==> src/rtl/rvfi_trace_fifo.sv <==
// Buffers one record per RVFI retirement and streams each record as five 32-bit words.
// Also tracks records lost to a full FIFO and gaps in the retirement order.
module rvfi_trace_fifo #(
  parameter int unsigned DEPTH = 8,
  parameter int unsigned CNT_W = 16
) (
  input  logic                   clock,
  input  logic                   reset,
  input  logic                   enable,
  input  logic                   rvfi_valid,
  input  logic [63:0]            rvfi_order,
  input  logic [31:0]            rvfi_insn,
  input  logic                   rvfi_trap,
  input  logic [31:0]            rvfi_pc_rdata,
  input  logic [4:0]             rvfi_rd_addr,
  input  logic [31:0]            rvfi_rd_wdata,
  input  logic [31:0]            rvfi_mem_addr,
  input  logic [3:0]             rvfi_mem_rmask,
  input  logic [3:0]             rvfi_mem_wmask,
  output logic                   out_valid,
  input  logic                   out_ready,
  output logic [31:0]            out_data,
  output logic                   out_last,
  output logic [CNT_W-1:0]       drop_count,
  output logic                   order_err,
  output logic [$clog2(DEPTH):0] level
);

  localparam int unsigned AW = $clog2(DEPTH);
  localparam int unsigned LW = AW + 1;

  typedef enum logic {StIdle, StSend} state_e;

  state_e            state_q, state_d;
  logic [2:0]        idx_q, idx_d;
  logic [AW-1:0]     wr_ptr_q, wr_ptr_d;
  logic [AW-1:0]     rd_ptr_q, rd_ptr_d;
  logic [LW-1:0]     level_q, level_d;
  logic [CNT_W-1:0]  drop_q, drop_d;
  logic              lost_q, lost_d;
  logic              seen_q, seen_d;
  logic [63:0]       last_order_q, last_order_d;
  logic              order_err_q, order_err_d;

  // Entry layout: word k of the record lives at bits [32*k +: 32].
  logic [159:0]      mem_q [DEPTH];
  logic [159:0]      wr_entry;
  logic [159:0]      head;

  logic evt, push, pop, drop, full;

  always_comb begin
    evt  = rvfi_valid & enable;
    full = (level_q == LW'(DEPTH));
    pop  = (state_q == StSend) && (idx_q == 3'd4) && out_ready;
    // When full, the slot being freed by the final handshake can be reused this cycle.
    push = evt && (!full || pop);
    drop = evt && !push;

    wr_entry = {rvfi_mem_addr, rvfi_rd_wdata, rvfi_insn, rvfi_pc_rdata,
                lost_q, rvfi_trap, rvfi_rd_addr, rvfi_mem_rmask, rvfi_mem_wmask,
                1'b0, rvfi_order[15:0]};

    wr_ptr_d = push ? wr_ptr_q + AW'(1) : wr_ptr_q;
    rd_ptr_d = pop  ? rd_ptr_q + AW'(1) : rd_ptr_q;

    level_d = level_q;
    if (push && !pop) begin
      level_d = level_q + LW'(1);
    end else if (pop && !push) begin
      level_d = level_q - LW'(1);
    end

    drop_d = drop_q;
    if (drop && (drop_q != {CNT_W{1'b1}})) begin
      drop_d = drop_q + CNT_W'(1);
    end

    lost_d = lost_q;
    if (push) begin
      lost_d = 1'b0;
    end else if (drop) begin
      lost_d = 1'b1;
    end

    // Dropped events still advance order tracking so gaps are judged on the RVFI stream itself.
    seen_d       = seen_q;
    last_order_d = last_order_q;
    order_err_d  = order_err_q;
    if (evt) begin
      if (seen_q && (rvfi_order != last_order_q + 64'd1)) begin
        order_err_d = 1'b1;
      end
      last_order_d = rvfi_order;
      seen_d       = 1'b1;
    end

    state_d = state_q;
    idx_d   = idx_q;
    unique case (state_q)
      StIdle: begin
        if (level_q != '0) begin
          state_d = StSend;
          idx_d   = 3'd0;
        end
      end
      StSend: begin
        if (out_ready) begin
          if (idx_q == 3'd4) begin
            idx_d   = 3'd0;
            state_d = (level_d != '0) ? StSend : StIdle;
          end else begin
            idx_d = idx_q + 3'd1;
          end
        end
      end
      default: begin
        state_d = StIdle;
        idx_d   = 3'd0;
      end
    endcase
  end

  always_ff @(posedge clock or negedge reset) begin
    if (!reset) begin
      state_q      <= StIdle;
      idx_q        <= 3'd0;
      wr_ptr_q     <= '0;
      rd_ptr_q     <= '0;
      level_q      <= '0;
      drop_q       <= '0;
      lost_q       <= 1'b0;
      seen_q       <= 1'b0;
      last_order_q <= '0;
      order_err_q  <= 1'b0;
    end else begin
      state_q      <= state_d;
      idx_q        <= idx_d;
      wr_ptr_q     <= wr_ptr_d;
      rd_ptr_q     <= rd_ptr_d;
      level_q      <= level_d;
      drop_q       <= drop_d;
      lost_q       <= lost_d;
      seen_q       <= seen_d;
      last_order_q <= last_order_d;
      order_err_q  <= order_err_d;
    end
  end

  // Storage needs no reset: only entries counted by level are ever read.
  always_ff @(posedge clock) begin
    if (push) begin
      mem_q[wr_ptr_q] <= wr_entry;
    end
  end

  always_comb begin
    head      = mem_q[rd_ptr_q];
    out_valid = (state_q == StSend);
    out_last  = out_valid && (idx_q == 3'd4);
    out_data  = 32'd0;
    if (out_valid) begin
      unique case (idx_q)
        3'd0:    out_data = head[31:0];
        3'd1:    out_data = head[63:32];
        3'd2:    out_data = head[95:64];
        3'd3:    out_data = head[127:96];
        3'd4:    out_data = head[159:128];
        default: out_data = 32'd0;
      endcase
    end
  end

  assign drop_count = drop_q;
  assign order_err  = order_err_q;
  assign level      = level_q;

endmodule

==> config.mk <==
export PLATFORM = sky130hd
export DESIGN_NAME = rvfi_trace_fifo
export DESIGN_NICKNAME = d
export VERILOG_FILES = /design/src/rtl/rvfi_trace_fifo.sv
export SDC_FILE = /design/constraint.sdc
export NUM_CORES = 2
export LEC_CHECK = 0
export CELL_PAD_IN_SITES_DETAIL_PLACEMENT = 1
export CELL_PAD_IN_SITES_GLOBAL_PLACEMENT = 1
export CORE_ASPECT_RATIO = 0.8
export CORE_MARGIN = 5
export CORE_UTILIZATION = 30
export DETAILED_ROUTE_END_ITERATION = 16
export GPL_TIMING_DRIVEN = 0
export MAX_ROUTING_LAYER = met4
export PLACE_DENSITY = 0.6
export SLEW_MARGIN = 10
export SYNTH_ARGS = -nofsm -noshare
export SYNTH_HDL_FRONTEND = slang
export SYNTH_SLANG_ARGS = --single-unit
==> constraint.sdc <==
create_clock -name clock -period 19.3 [get_ports clock]
set_input_delay 5.79 -clock clock [delete_from_list [all_inputs] [get_ports clock]]
set_output_delay 5.79 -clock clock [all_outputs]
set_load 0.03 [all_outputs]
==> results.env <==
CP_COMMON_CELL='clkbuf_1'
POWER_PER_STANDARD_CELL_AREA_nW_PER_UM2=134.3
POST-DP-HPWL_UM=115000
LAYOUT-AREA-OVERHEAD-VS-SYNTH_PCT=21.77
FIRST_GLOBAL_VIAS=30520
KIND_OF_CAPTURE_POINT_OF_THE_WORST_SETUP_PATH='output pin'
GRTUSAGETOTAL=0.1716
FINALNETCOUNT=3581
P_LEAK_nW=21.20
WORST_PIN_SLEW_NS=1.264
TRITONCTS='yes'
CORE_UM2=182000
FINALWIRELENGTH_UM=160700
HOLD_CLASS='reg -> reg'
NETLIST-CELL-TYPE-COUNT=71
POST_CTS_CLOCK_SLEW_AT_THE_LAUNCH_AND_CAPTURE_REGISTERS_OF_THE_WORST_SETUP_AND_HOLD_PATHS_NS=0.06
LAYOUT-DRIVE-GT1-SHARE=0.2150
DIE_BOUNDARY_WIDTH_UM=488.2
INITIAL_CORE_UTIL=0.3015
WORST_CASE_CLOCK_SKEW_NS=0.03686
WORSTSETUPPATHDEPTH=9
TIMING.CRITICAL_PATH.MAX_DELAY_FAMILY='buffers and inverters'
FINISH.INSTANCE_AREA_UM2=66820
GLOBALPLACE.CONGESTION=0.7773
TIMING.SLEW.HEADROOM=0.1507
FMAXACHIEVABLE_GHz=0.08888
PORT-BUFFER-COUNT=265
REPORT.FINAL.HOLD_VIOL_COUNT=0
ROUTED_LENGTH_ON_MET1_UM=72790
AVGROUTEDWIREPERCELL_UM=27.20
ROUTE.DETAILED.DRC=0
TIMING.FINAL.CRIT_SHARE=0.5830
CRITPATHARRIVALTIME_NS=5.46
TIMING.SETUP.TNS_NS=0
CLOCKROOTBUFFER='clkbuf_16'
DRT_FIRST_PASS_ITERS=5
GRT_START_MAX_NET_PINS=70
FINAL.MIN_CLOCK_PERIOD_NS=11.25
CRITICAL_PATH_REQUIRED_NS=13.51
CRITICAL_PATH.MAX_STAGE_DELAY_NS=0.84
CP_SLOWEST_CELL='clkbuf_1'
GRT_FIRST_PASS_WIRELENGTH_UM=229300
SYNTHARSTFLOPSHARE=0.07085
SETUP.WORST_PATH.START='rd_ptr_q[0]'
STARTPOINT_TYPE='register'
POST_SYNTH.CELL_AREA_AVG_UM2=19.54
SYNTH_CELLS=2809
CTS_MAX_PATH_BUFFERS=3
CLOCK_INSERTION_DELAY_WORST_SKEW_NS=0.78
CRITPATHKIND='reg -> out'
VIA_COUNT=29430
ANTENNA_FOUND_INITIAL=45
HTREEDEPTH=4
CTS-RESIZED-GATES=0
MOST_USED_DFF_POST_SYNTH='edfxtp_1'
FLOORPLAN.IO_PINS=266
WORST-PATH-BUF-INV=4
MAX_CAP_VIOLATIONS=0
RSZ0062_AT_GRT='false'
VIASPERCELL=4.983
UTILIZATION=0.3672
CTS_SETUP_BUFFERS=0
START_OF_THE_WORST_REGISTER_TO_REGISTER_PATH='idx_q[0]'
DRTITER0DRC=2486
FINAL-MAX-SLEW-VIOLATION-COUNT=0
FINALSETUPVIOLCOUNT=0
YS.WARNINGS.COUNT=0
SYNTH.FF_LATCH_COUNT=1369
CRIT_PATH_END='out_data[0]'
CTS_SINK_CNT=1369
ANTENNA_VIOLATING_NETS_POST_ROUTE=0
WORST-R2R-CELL-COUNT=11
WHS_NS=0.4767
PLACE_AREA_UM2=62270
STATUS='complete, no violations'
SETUP.REG_TO_REG.WORST_SLACK_NS=13.93
MOSTFREQUENTLAYOUTCELL='edfxtp_1'
SYN_AREA_UM2=54870
GR-TOTAL-OVERFLOW=0
PLACEMENTROWS=140
MOST_FREQUENT_CELLS_IN_THE_LAYOUT='edfxtp_1 (1272), mux4_2 (318), clkdlybuf4s50_1 (264), nand2_1 (245), clkbuf_16 (145)'
SEQ_TOTAL_AREA_YOSYS=0.7403
MAX_USED_LAYER='met4'
VDD_DROP_MAX_uV=67.77
R2R-END='mem_q[2][60]'
DETAILROUTE.WIRELENGTH.MET2_UM=74370
REPORT.POWER.TOTAL_mW=8.973
CRIT_PATH_CELL_TRACE='clkbuf_1 > clkbuf_1 > buf_1 > mux4_2 > mux2i_1 > o22ai_1 > a211oi_1 > nor2_1 > clkdlybuf4s50_1'
SYNTH_ENABLE_FLOP_CELLS=1272
FP.DIEH_UM=392.5
NUM-FILL-CELLS=17990
CTS_BUFFERS=142
METAL3_WL_UM=10250
CP_MAX_FO=10
CTS.HOLD.BUFFERS_ADDED=0
DIEAREA_UM2=191600
SYN-NUM-NETS=3031
==> cells in the mapped netlist, types with 3 or more instances <==
library cell	count	share of area
dfrtp_1	97	0.044
mux2i_1	132	0.024
a31o_2	3	0.00048
or4_1	3	0.00041
nand3_2	3	0.00055
xor2_1	32	0.0051
and4_1	5	0.00080
nor4b_1	3	0.00048
nor4_1	13	0.0015
buf_4	3	0.00041
clkbuf_1	78	0.0053
nand4b_1	5	0.00080
and2_1	3	0.00034
and3_1	11	0.0013
nand4_1	41	0.0047
and3_2	3	0.00041
buf_1	36	0.0025
mux2_2	33	0.0068
nand2_1	245	0.017
inv_1	14	0.00096
o31ai_1	4	0.00055
nor2b_1	8	0.00091
nor3_1	19	0.0017
clkbuf_2	3	0.00027
a31oi_1	7	0.00080
mux4_2	318	0.13
ha_1	11	0.0025
o21ai_0	19	0.0017
nor2_1	85	0.0058
nand3_1	20	0.0018
xnor2_1	74	0.012
buf_2	17	0.0016
edfxtp_1	1272	0.70
nor4_2	5	0.0011
nor4_4	3	0.0012
a21oi_1	33	0.0030
a211oi_1	31	0.0042
nand2b_1	11	0.0013
o2111ai_1	5	0.00080
o22ai_1	58	0.0066
==> per-layer routing <==
layer / track usage / up-vias
li1: - / 12590
met1: 0.2412 / 15740
met2: 0.2598 / 914
met3: 0.03227 / 193
met4: 0.04017 / 0
met5: - / -
==> power breakdown <==
group	internal, mW	switching [mW]	total (mW)
combinational	1.11	1.62	2.73
sequential	3.49	0.0868	3.57
clock	1.49	1.18	2.67
==> final cells by class <==
type / count / area [µm²] / area share
Antenna cell: 24 / 60.06 / 0.0008988
Buffer: 138 / 565.5 / 0.008463
Tap cell: 2414 / 3020 / 0.04520
Clock inverter: 66 / 633.1 / 0.009475
Timing Repair Buffer: 406 / 4304 / 0.06441
Sequential cell: 1369 / 40620 / 0.6079
Multi-Input combinational cell: 1288 / 13700 / 0.2051
Inverter: 14 / 52.55 / 0.0007864
Clock buffer: 188 / 3860 / 0.05777
==> state kept, by name, indices dropped and copies added (netlist names) <==
signal / flops
lost_q: 1
out_valid: 1
last_order_q: 64
seen_q: 1
wr_ptr_q: 3
mem_q: 1272
level: 4
rd_ptr_q: 3
idx_q: 3
drop_count: 16
order_err: 1
==> kinds of logic (layout without fill, tap and decap cells) <==
logic type | after synthesis | after routing | share of synthesized area
flip-flops | 1369 | 1369 | 0.7403
AND/OR/NAND/NOR | 508 | 508 | 0.04636
multiplexers | 483 | 483 | 0.1614
AO/OA/AOI/OAI | 180 | 180 | 0.02130
buffers and inverters | 152 | 812 | 0.01124
XOR/XNOR | 106 | 106 | 0.01692
adder cells (fa/ha/maj) | 11 | 11 | 0.002508
other | 0 | 24 | 0
==> per-stage QoR <==
stage          instances  worst slack [ns]
3_3_place_gp        5488            -13.60
4_1_cts             5883             7.757
2_1_floorplan       2809             1.156
5_1_grt             5898             7.639
3_5_place_dp        5629             8.637
6_report            5907             8.049
==> worst min-delay path by stage <==
stage	from	endpoint	slack, ns	depth (start not counted)
after floorplan	seen_q	seen_q	0.44	1
after global placement	seen_q	seen_q	0.46	1
after detailed placement	seen_q	seen_q	0.47	1
after CTS	seen_q	seen_q	0.48	1
after global routing	seen_q	seen_q	0.50	1
final	seen_q	seen_q	0.48	1
(Power assumes the default switching activity.)
